===== src/rtl/grad_stream_if.sv =====
// Stream bundle for the gradient transmitter: gradient input side plus the
// downstream valid/ready output side.
interface grad_stream_if #(
  parameter int DATA_W = 17
);
  logic [DATA_W-1:0] grad_abs;
  logic              grad_valid;
  logic [DATA_W-1:0] out_data;
  logic              out_valid;
  logic              out_ready;
  logic              out_last;

  // Transmitter side: consumes gradients, drives the output stream.
  modport master (
    input  grad_abs, grad_valid, out_ready,
    output out_data, out_valid, out_last
  );

  // Producer/consumer side surrounding the transmitter.
  modport slave (
    output grad_abs, grad_valid, out_ready,
    input  out_data, out_valid, out_last
  );
endinterface


===== src/rtl/grad_stream_tx.sv =====
// Gradient stream transmitter: buffers one gradient magnitude per cycle in a
// show-ahead FIFO and emits it on a valid/ready stream with a per-line
// end marker. Inputs arriving while full (and not draining) are dropped and
// flagged by a sticky overflow bit.
module grad_stream_tx #(
  parameter int DATA_W   = 17,
  parameter int DEPTH    = 8,
  parameter int LINE_LEN = 640
) (
  input  logic                  clk,
  input  logic                  rst,
  grad_stream_if.master         s_if,
  output logic [$clog2(DEPTH):0] fifo_count,
  output logic                  overflow,
  input  logic                  clr_ovf
);
  localparam int PTR_W = $clog2(DEPTH);
  localparam int CNT_W = PTR_W + 1;
  localparam int COL_W = (LINE_LEN > 1) ? $clog2(LINE_LEN) : 1;
  localparam logic [CNT_W-1:0] C_FULL     = CNT_W'(DEPTH);
  localparam logic [CNT_W-1:0] C_ALMOST   = CNT_W'(DEPTH - 1);
  localparam logic [CNT_W-1:0] C_ONE      = CNT_W'(1);
  localparam logic [COL_W-1:0] C_LAST_COL = COL_W'(LINE_LEN - 1);
  localparam logic [COL_W-1:0] C_COL_ONE  = COL_W'(1);

  typedef enum logic [1:0] {S_EMPTY, S_ACTIVE, S_FULL} state_t;

  state_t            r_state, w_state_nxt;
  logic [DATA_W-1:0] r_mem [DEPTH];
  logic [PTR_W-1:0]  r_wr_ptr, r_rd_ptr;
  logic [CNT_W-1:0]  r_count, w_count_nxt;
  logic [COL_W-1:0]  r_col;
  logic              r_ovf;
  logic              w_push, w_pop, w_drop;

  // A full FIFO still accepts a word when the head leaves on the same edge.
  assign w_pop  = s_if.out_valid && s_if.out_ready;
  assign w_push = s_if.grad_valid && ((r_count < C_FULL) || w_pop);
  assign w_drop = s_if.grad_valid && !w_push;

  // Show-ahead output; data is forced to zero while empty so the stale
  // (unreset) storage never reaches the port.
  assign s_if.out_valid = (r_count != '0);
  assign s_if.out_data  = s_if.out_valid ? r_mem[r_rd_ptr] : '0;
  assign s_if.out_last  = s_if.out_valid && (r_col == C_LAST_COL);
  assign fifo_count     = r_count;
  assign overflow       = r_ovf;

  // Storage write; contents are data only and need no reset.
  always_ff @(posedge clk) begin
    if (w_push) r_mem[r_wr_ptr] <= s_if.grad_abs;
  end

  // Occupancy update and informational state tracking.
  always_comb begin
    w_count_nxt = r_count;
    w_state_nxt = r_state;
    case ({w_push, w_pop})
      2'b10:   w_count_nxt = r_count + C_ONE;
      2'b01:   w_count_nxt = r_count - C_ONE;
      default: w_count_nxt = r_count;
    endcase
    case (r_state)
      S_EMPTY:  if (w_push) w_state_nxt = S_ACTIVE;
      S_ACTIVE: begin
        if (w_push && !w_pop && (r_count == C_ALMOST)) w_state_nxt = S_FULL;
        else if (w_pop && !w_push && (r_count == C_ONE)) w_state_nxt = S_EMPTY;
      end
      S_FULL:   if (w_pop && !w_push) w_state_nxt = S_ACTIVE;
      default:  w_state_nxt = S_EMPTY;
    endcase
  end

  // Control registers: pointers, occupancy, state, line column, overflow.
  always_ff @(posedge clk or negedge rst) begin
    if (!rst) begin
      r_state  <= S_EMPTY;
      r_count  <= '0;
      r_wr_ptr <= '0;
      r_rd_ptr <= '0;
      r_col    <= '0;
      r_ovf    <= 1'b0;
    end else begin
      r_state <= w_state_nxt;
      r_count <= w_count_nxt;
      if (w_push) r_wr_ptr <= r_wr_ptr + 1'b1;
      if (w_pop) begin
        r_rd_ptr <= r_rd_ptr + 1'b1;
        r_col    <= (r_col == C_LAST_COL) ? '0 : r_col + C_COL_ONE;
      end
      // A drop on the same edge as a clear keeps the flag set.
      if (w_drop)       r_ovf <= 1'b1;
      else if (clr_ovf) r_ovf <= 1'b0;
    end
  end
endmodule

===== src/flat_wrapper.sv =====
// flat-port wrapper written by rule: the top's interface ports become plain ports
module grad_stream_tx_flat 
#(
  parameter int DATA_W   = 17,
  parameter int DEPTH    = 8,
  parameter int LINE_LEN = 640
)
  (clk, rst, fifo_count, overflow, clr_ovf, s_if_grad_abs, s_if_grad_valid, s_if_out_ready, s_if_out_data, s_if_out_valid, s_if_out_last);
  grad_stream_if #(.DATA_W(DATA_W)) s_if_i ();
  input  logic clk;
  input  logic rst;
  output logic [$clog2(DEPTH):0] fifo_count;
  output logic overflow;
  input  logic clr_ovf;
  input wire logic [$bits(s_if_i.grad_abs)-1:0] s_if_grad_abs;
  input wire logic [$bits(s_if_i.grad_valid)-1:0] s_if_grad_valid;
  input wire logic [$bits(s_if_i.out_ready)-1:0] s_if_out_ready;
  output wire logic [$bits(s_if_i.out_data)-1:0] s_if_out_data;
  output wire logic [$bits(s_if_i.out_valid)-1:0] s_if_out_valid;
  output wire logic [$bits(s_if_i.out_last)-1:0] s_if_out_last;
  assign s_if_i.grad_abs = s_if_grad_abs;
  assign s_if_i.grad_valid = s_if_grad_valid;
  assign s_if_i.out_ready = s_if_out_ready;
  assign s_if_out_data = s_if_i.out_data;
  assign s_if_out_valid = s_if_i.out_valid;
  assign s_if_out_last = s_if_i.out_last;
  grad_stream_tx #(.DATA_W(DATA_W), .DEPTH(DEPTH), .LINE_LEN(LINE_LEN)) u_core (.clk(clk), .rst(rst), .s_if(s_if_i), .fifo_count(fifo_count), .overflow(overflow), .clr_ovf(clr_ovf));
endmodule

===== config.mk =====
export PLATFORM = sky130hd
export DESIGN_NAME = grad_stream_tx_flat
export DESIGN_NICKNAME = d
export VERILOG_FILES = /design/src/rtl/grad_stream_if.sv /design/src/rtl/grad_stream_tx.sv /design/src/flat_wrapper.sv
export SDC_FILE = /design/constraint.sdc
export NUM_CORES = 1
export LEC_CHECK = 0
export ABC_AREA = 1
export CORE_ASPECT_RATIO = 0.7
export CORE_MARGIN = 1.5
export CORE_UTILIZATION = 63
export CTS_BUF_LIST = sky130_fd_sc_hd__clkbuf_16
export CTS_CLUSTER_SIZE = 25
export DETAILED_ROUTE_END_ITERATION = 6
export MAX_ROUTING_LAYER = met4
export PLACE_DENSITY = 0.95
export SLEW_MARGIN = 20
export SYNTH_ARGS = -nofsm -noshare
export SYNTH_HDL_FRONTEND = slang
export SYNTH_SLANG_ARGS = --single-unit

===== constraint.sdc =====
create_clock -name clk -period 6.6 [get_ports clk]
set_clock_uncertainty 0.05 [all_clocks]
set_input_delay 0.99 -clock clk [delete_from_list [all_inputs] [get_ports clk]]
set_output_delay 0.99 -clock clk [all_outputs]
set_load 0.01 [all_outputs]

After elaboration in Yosys (flattened, before gate mapping)
Memory sizes are Yosys's and may differ from the RTL's.
Cells that the tools add are included.
{"block": "classes", "n_eq_ne": 3, "reduce_logical": 9, "addsub": 5, "n_lt_le_gt_ge": 1, "mux": 7}
{"operator": "$mux 17", "n": 1}
{"operator": "$add 10x1->10 const B", "n": 1}
{"operator": "$eq 10x10->1 const B", "n": 1}
{"operator": "$mux 10", "n": 1}
{"operator": "$pmux 4 s2", "n": 1}
{"operator": "$add 3x1->3 const B", "n": 2}
{"operator": "$add 4x1->4 const B", "n": 1}
{"operator": "$logic_and 1x1->1", "n": 4}
{"operator": "$lt 4x4->1 const B", "n": 1}
{"operator": "$mux 1", "n": 4}
{"operator": "$reduce_bool 2->1", "n": 2}
{"operator": "$reduce_bool 4->1", "n": 1}
{"operator": "$sub 4x1->4 const B", "n": 1}
{"operator": "$eq 2x1->1 const B", "n": 1}
{"operator": "$eq 2x2->1 const B", "n": 1}
{"operator": "$logic_not 1->1", "n": 1}
{"operator": "$logic_or 1x1->1", "n": 1}
{"block": "word_totals", "output_inout_bits": 24, "reg_bits": 21, "memories": 1, "mem_bits_rw": 136, "input_bits": 22, "word_cells": 31}
{"memory": "u_core.r_mem", "words": 8, "width": 17, "rd": 1, "rd_clocked_by_memory_dff": 0, "write_ports": 1, "line": "grad_stream_tx.sv:29", "source": "logic [DATA_W-1:0] r_mem [DEPTH];"}

Longest topological paths before layout
Gate-level depths: netlist of the first run.
{"block": "logic_depth", "word_depth": 7, "mapped_depth": 14, "mapped_depth_nobuf": 14}

Worst setup path after synthesis of the first run
No wires, ideal clock.
{"block": "synth_timing", "path_type": "input to register", "start": "input port s_if_out_ready", "end": "memory u_core.r_mem[5][0] (enable)", "required_time_ps": 6137, "setup_ps": 413, "arrival_time_ps": 2469, "path_stages": 4, "n_path_buf": 0, "slack_ps": 3669, "path_cell_list": "nand2_1 -> nand2_1 -> nand2_2 -> nor3_1"}
{"block": "synth_between", "elab_chain_cells": 5}
{"element": "start, declared", "line": "flat_wrapper.sv:17", "source": "input wire logic [$bits(s_if_i.out_ready)-1:0] s_if_out_ready;"}
{"element": "$logic_and 1x1->1", "line": "grad_stream_tx.sv:37", "source": "assign w_pop = s_if.out_valid && s_if.out_ready;"}
{"element": "$logic_or 1x1->1", "line": "grad_stream_tx.sv:38", "source": "assign w_push = s_if.grad_valid && ((r_count < C_FULL) || w_pop);"}
{"element": "$logic_and 1x1->1", "line": "grad_stream_tx.sv:38"}
{"element": "$mux 1", "line": "grad_stream_tx.sv:51", "source": "if (w_push) r_mem[r_wr_ptr] <= s_if.grad_abs;"}
{"element": "$mux 1 (implied by the code)", "line": "grad_stream_tx.sv:51"}
{"element": "end, declared", "line": "grad_stream_tx.sv:29"}
Every way passes these cells.

Final worst setup path of the first run
{"block": "layout_timing", "start": "register u_core.r_rd_ptr[0]", "end": "output port s_if_out_data[6]"}
{"block": "layout_between", "elab_chain_cells": 2}
{"element": "start, declared", "line": "grad_stream_tx.sv:30", "source": "logic [PTR_W-1:0] r_wr_ptr, r_rd_ptr;"}
{"element": "start signal, assigned", "line": "grad_stream_tx.sv:88", "source": "r_rd_ptr <= r_rd_ptr + 1'b1;"}
{"element": "$mem_v2 8x17"}
{"element": "$mux 17", "line": "grad_stream_tx.sv:44", "source": "assign s_if.out_data = s_if.out_valid ? r_mem[r_rd_ptr] : '0;"}
{"element": "end, declared", "line": "flat_wrapper.sv:18", "source": "output wire logic [$bits(s_if_i.out_data)-1:0] s_if_out_data;"}
Every way passes these cells.

==> reports/qor.yml, run 1 <==
power_and_ir_drop:
  leakage_nw: 2.835
  power_density_nw_per_um2: 475.4
  ir_worst_vdd_mv: 0.2947
worst_hold_path:
  hp-class: "in -> async"
sta:
  finalCritPeriodShare_pct: 69.93
  max_freq_mhz: 216.7
  drv_slew: 0
  setup-tns-final_ns: 0
  hold_slack_ns: 0.4721
  worstMarginPinSlew_ns: 1.260
  period_minus_slack_ns: 4.615
  rsz0062_at_grt: "false"
  finalHoldViolCount: 0
  setup_violations: 0
  slew_headroom_pct: 15.77
finish:
  syn_to_final_growth_pct: 17.51
  final_cells: 755
  layout.nets: 642
  diodes: 0
  multi_input_comb_area_um2: 1708
  drive_above_1_share_pct: 7.656
  final_area_um2: 7707
  regArea_um2: 4613
  fill_cells: 559
placement:
  dpl.hpwl_um: 8155
  place_inst: 723
  gp_congestion: 0.8957
  place_area_um2: 7102
  portBuffers: 45
synthesis:
  synth_top_area_share_pct: 62.27
  synth_nets: 597
  ys_top_cells_by_area: "edfxtp_1, dfrtp_1, nor2_1, o21ai_0, nand2_1"
  ys_seq_area_share_pct: 70.28
  syn-mean-instance-area_um2: 11.53
  yosysWarnings: 0
  syn_area_um2: 6559
  synth_cells: 569
  ys_seq_elements: 157
  synth_cell_types: 26
  synth.largest_area_cell: "edfxtp_1"
floorplan:
  core_area_um2: 9910
  rows: 30
  start_util_pct: 66.19
  io_pins: 46
  die_h_um: 88.37
  dieArea_um2: 11040
  die_width_um: 125.0
worst_setup_path:
  r2r-start: "u_core.fifo_count[2]"
  r2r_setup_slack_ns: 2.63
  cp-startpoint: "u_core.r_rd_ptr[0]"
  r2r_end: "u_core.fifo_count[2]"
  crit_type: "reg -> out"
  endpoint: "s_if_out_data[6]"
  crit_fanout: 70
  cp-end-kind: "primary output"
  cp_data_required_time_ns: 5.56
  r2r_cells: 11
  startpoint_type: "flip-flop"
  cp.arrival_ns: 3.58
clocking:
  path_clk_slew_ns: 0.06
  numCtsBuffers: 17
  holdBufCountCts: 0
  clkLatencyLatePin_ns: 0.43
  clkSinkCount: 157
  cts_root_buf: "clkbuf_16"
  cts_setup_buffers: 0
  cts_tree: "yes"
  cts_resized: 0
  h-tree-depth: 4
  clockBufferDepth: 2
drt:
  detail-route-antenna-nets: 0
  drc: 0
  wl_per_cell_um: 19.86
  dr.pass1.iters: 5
  vias: 4616
  dr.first_iter.drc_count: 552
  drt_wl_total_um: 15000
  vias_per_cell: 6.114
grt:
  grt_use_total_pct: 29.57
  grt_pass1_vias: 4547
  grt_first_pass_wirelength_um: 23200
  antenna_found_initial: 0
  gr-total-overflow: 0
  grt_max_degree: 71
run:
  maxCapViolations: 0
outcome:
  status: "finished, final reports clean"
==> worst min path at each step <==
stage | end | startpoint | slack (ns) | cells past startpoint
floorplan | u_core.r_col[9] | u_core.r_col[9] | 0.42 | 2
global placement | u_core.r_col[1] | u_core.r_col[1] | 0.44 | 2
detailed placement | u_core.r_col[9] | u_core.r_col[9] | 0.45 | 2
CTS | u_core.r_col[9] | u_core.r_col[9] | 0.47 | 2
global route | u_core.r_col[6] | u_core.r_col[6] | 0.49 | 1
finish | u_core.r_wr_ptr[0] | rst | 0.47 | 1
==> layer usage <==
metal,track usage [%],wire (um),up-vias
li1,-,-,2080
met1,36.09,5877,2221
met2,48.55,7523,276
met3,6.227,1248,39
met4,14.15,345,0
met5,-,0,-
==> Yosys cell counts (all sizes together) <==
master  number
edfxtp     136
nor3         5
o211ai      17
or2          1
ha           6
o21ai       79
nand3       12
nand3b       2
inv         26
nand4        4
o22ai       17
nand2       66
buf         17
dfrtp       21
nor2       137
a21oi        3
xnor2        4
xor2         4
clkbuf      12
==> cell families after synthesis <==
family | share of synthesized area [%]
AOI/OAI and AO/OA | 9.824
buffers and inverters | 3.987
DFF | 70.28
and+or+nand+nor | 13.70
xor gates and xnor gates | 1.068
adders and majority gates | 1.145
==> power by group <==
part / total [mW] / internal (mW) / switching [mW]
Clock: 0.999 / 0.624 / 0.375
Sequential: 1.38 / 1.24 / 0.139
Combinational: 1.29 / 0.514 / 0.771
==> final cells by class <==
cell class,instances,area share (%)
repair buffers,55,6.753
clock inverters,15,2.354
clock buffers,17,5.519
flip-flops and latches,157,59.85
inverters,26,1.282
well taps,128,2.078
multi-input cells,357,22.16
==> sequential cells by signal, indices dropped and copies added (netlist names) <==
signal and count:
u_core.fifo_count 4, u_core.r_wr_ptr 3, u_core.overflow 1, u_core.r_mem 136, u_core.r_col 10, u_core.r_rd_ptr 3
==> cells in the final DEF (no fill, tap or decap), types with 3 or more instances in the layout <==
| master | n |
|---|---|
| a21oi_1 | 3 |
| buf_4 | 10 |
| bufinv_16 | 4 |
| clkbuf_16 | 17 |
| clkdlybuf4s50_1 | 44 |
| clkinvlp_4 | 5 |
| dfrtp_1 | 20 |
| edfxtp_1 | 136 |
| ha_1 | 6 |
| inv_1 | 27 |
| nand2_1 | 64 |
| nand3_1 | 12 |
| nand4_1 | 4 |
| nor2_1 | 137 |
| nor3_2 | 4 |
| o211ai_1 | 17 |
| o21ai_0 | 75 |
| o21ai_1 | 4 |
| o22ai_1 | 17 |
| xnor2_1 | 4 |
| xor2_1 | 4 |
==> through the flow <==
stage,worst slack (ns),power (mW),util (%)
floorplan,3.669,2.152,-
global placement,2.644,2.556,71.67
detailed placement,2.470,2.648,71.67
CTS,2.001,3.654,77.79
global route,1.767,3.845,77.78
finish,1.985,3.664,77.78
==> worst max-delay path, cell delays in order (launching register included) <==
cell and delay, ns:
dfrtp_4 0.88, clkinv_2 0.91, o21ai_0 0.52, o22ai_1 0.13, nor2_1 0.12, nor2_1 0.07, clkdlybuf4s50_1 0.48
(Power assumes the default switching activity.)
==> run 2: changes to the inputs <==
--- a/config.mk
+++ b/config.mk
@@ -8,12 +8,12 @@
 export ABC_AREA = 1
 export CORE_ASPECT_RATIO = 0.7
 export CORE_MARGIN = 1.5
-export CORE_UTILIZATION = 63
+export CORE_UTILIZATION = 58
 export CTS_BUF_LIST = sky130_fd_sc_hd__clkbuf_16
 export CTS_CLUSTER_SIZE = 25
 export DETAILED_ROUTE_END_ITERATION = 6
 export MAX_ROUTING_LAYER = met4
-export PLACE_DENSITY = 0.95
+export PLACE_DENSITY = 0.9
 export SLEW_MARGIN = 20
 export SYNTH_ARGS = -nofsm -noshare
 export SYNTH_HDL_FRONTEND = slang
==> constraint.sdc (replaced) <==
create_clock -name clk -period 4.82 [get_ports clk]
set_clock_uncertainty 0.05 [all_clocks]
set_input_delay 0.723 -clock clk [delete_from_list [all_inputs] [get_ports clk]]
set_output_delay 0.723 -clock clk [all_outputs]
set_load 0.01 [all_outputs]
==> reports/qor.yml, run 2 (synthesized netlist as in run 1, its figures left out) <==
clocking:
  path_clk_slew_ns: 0.06  # about the same
  h-tree-depth: 4  # unchanged
  cts_root_buf: "clkbuf_16"  # unchanged
  numCtsBuffers: 17  # unchanged
  clkSinkCount: 157  # unchanged
  clkLatencyLatePin_ns: 0.43  # about the same
  cts_tree: "yes"  # unchanged
  cts_resized: 0  # unchanged
  cts_setup_buffers: 0  # unchanged
  holdBufCountCts: 0  # unchanged
  clockBufferDepth: 2  # unchanged
finish:
  regArea_um2: 4612  # was 4613 um2
  layout.nets: 644  # was 642
  drive_above_1_share_pct: 8.267  # was 7.656%
  diodes: 0  # unchanged
  utilization_pct: 69.93  # was 77.78%
  multi_input_comb_area_um2: 1708  # unchanged
  layout_commonest_cell: "nor2_1"  # unchanged
  final_cells: 782  # was 755
  largest_register: "u_core.r_mem"  # unchanged
  largest_reg_flops: 136  # unchanged
  syn_to_final_growth_pct: 17.40  # was 17.51%
  fill_cells: 702  # was 559
  final_area_um2: 7700  # was 7707 um2
  layout_common_cells: "nor2_1, edfxtp_1, o21ai_0, nand2_1, clkdlybuf4s50_1"  # unchanged
drt:
  drt_wl_total_um: 14640  # was 15000 um
  drc: 0  # unchanged
  vias: 4567  # was 4616
  vias_per_cell: 5.840  # was 6.114
  dr.first_iter.drc_count: 654  # was 552
  dr.pass1.iters: 5  # unchanged
  wl_per_cell_um: 18.71  # was 19.86 um
  detail-route-antenna-nets: 0  # unchanged
placement:
  gp_congestion: 0.8276  # was 0.8957
  place_inst: 750  # was 723
  dpl.hpwl_um: 7959  # was 8155 um
  portBuffers: 45  # unchanged
  place_area_um2: 7149  # was 7102 um2
sta:
  finalHoldViolCount: 0  # unchanged
  drv_slew: 0  # unchanged
  setup_violations: 0  # unchanged
  period_minus_slack_ns: 3.676
  worstMarginPinSlew_ns: 0.9683  # was 1.260 ns
  setup-tns-final_ns: 0  # unchanged
  finalCritPeriodShare_pct: 76.26
  rsz0062_at_grt: "false"  # unchanged
  slew_headroom_pct: 35.24  # was 15.77%
  max_freq_mhz: 272.0
worst_setup_path:
  startpoint_type: "flip-flop"  # unchanged
  cp.arrival_ns: 2.90  # was 3.58 ns
  cp-startpoint: "u_core.r_rd_ptr[1]"  # was u_core.r_rd_ptr[0]
  cp_data_required_time_ns: 4.05  # was 5.56 ns
  cp-end-kind: "primary output"  # unchanged
  crit_type: "reg -> out"  # unchanged
  r2r-start: "u_core.fifo_count[0]"  # was u_core.fifo_count[2]
  crit_fanout: 53  # was 70
worst_hold_path:
  hp-class: "reg -> reg"  # was in -> async
  hold_path.startpoint: "u_core.r_col[9]"
grt:
  antenna_found_initial: 0  # unchanged
  gr-total-overflow: 0  # unchanged
  grt_first_pass_wirelength_um: 23080  # was 23200 um
  grt_pass1_vias: 4417  # was 4547
  grt_use_total_pct: 27.16  # was 29.57%
  grt_max_degree: 70  # was 71
run:
  maxCapViolations: 0  # unchanged
floorplan:
  die_h_um: 91.97  # was 88.37 um
  die_width_um: 130.1  # was 125.0 um
  start_util_pct: 59.57  # was 66.19%
  dieArea_um2: 11970  # was 11040 um2
  io_pins: 46  # unchanged
  rows: 32  # was 30
  core_area_um2: 11010  # was 9910 um2
outcome:
  status: "finished, final reports clean"  # unchanged
power_and_ir_drop:
  leakage_nw: 2.811  # was 2.835 nW
  ir_worst_vdd_mv: 0.3126  # was 0.2947 mV
  power_density_nw_per_um2: 635.1  # was 475.4 nW/um2
-- run 2: changes by cell type in the layout (fill, tap and decap cells not counted), sizes merged --
cell and change:
clkinv +3, clkdlybuf4s50 +1, buf +1, bufinv -3
-- run 2: metrics by stage --
| stage | power, mW | hold WS [ns] | setup slack, ns |
|---|---|---|---|
| CTS | 4.886 | 0.4720 | 1.145 |
| detailed placement | 3.623 | 0.4512 | 1.644 |
| global route | 5.152 | 0.4896 | 0.9748 |
| floorplan | 2.946 | 0.3774 | 2.156 |
| finish | 4.890 | 0.4700 | 1.144 |
| global placement | 3.523 | 0.4370 | 1.742 |
-- run 2: area by class of cell --
cell class,count,area share [%]
multi-input cells,357,22.18
flip-flops and latches,157,59.90
clock inverters,15,1.609
clock buffers,17,5.525
inverters,26,1.284
repair buffers,57,7.020
well taps,153,2.486
-- run 2: worst paths after layout --
path                                        end  slack, ns  cells past startpoint
max reg2reg                u_core.fifo_count[2]       1.75                     13
min in group asynchronous       u_core.r_col[8]       0.78                      1
max                            s_if_out_data[2]       1.14                      7
min reg2reg                     u_core.r_col[9]       0.47                      2
min                             u_core.r_col[9]       0.47                      2
max in group asynchronous    u_core.r_rd_ptr[2]       3.28                      1
-- run 2: report_power, final --
part / leakage [nW] / internal [mW] / switching [mW]
clock: 0.258 / 0.705 / 0.542
sequential: 1.49 / 1.70 / 0.152
combinational: 1.06 / 0.710 / 1.08
total: 2.81 / 3.11 / 1.78
-- run 2: critical path, cell delays in order, from the launching register on --
cell and delay, ns:
dfrtp_1 0.36, buf_4 0.29, inv_1 0.59, o21ai_0 0.28
o22ai_1 0.21, nor2_1 0.06, nor2_1 0.12, clkdlybuf4s50_1 0.54
-- run 2: metal layers --
| metal | GRT usage, % | part of all wire, % | wire length [um] |
|---|---|---|---|
| met4 | 11.76 | 2.9 | 427 |
| met3 | 6.126 | 8.8 | 1287 |
| met2 | 40.61 | 49 | 7215 |
| met1 | 36.17 | 39 | 5704 |
| met5 | - | 0 | 0 |
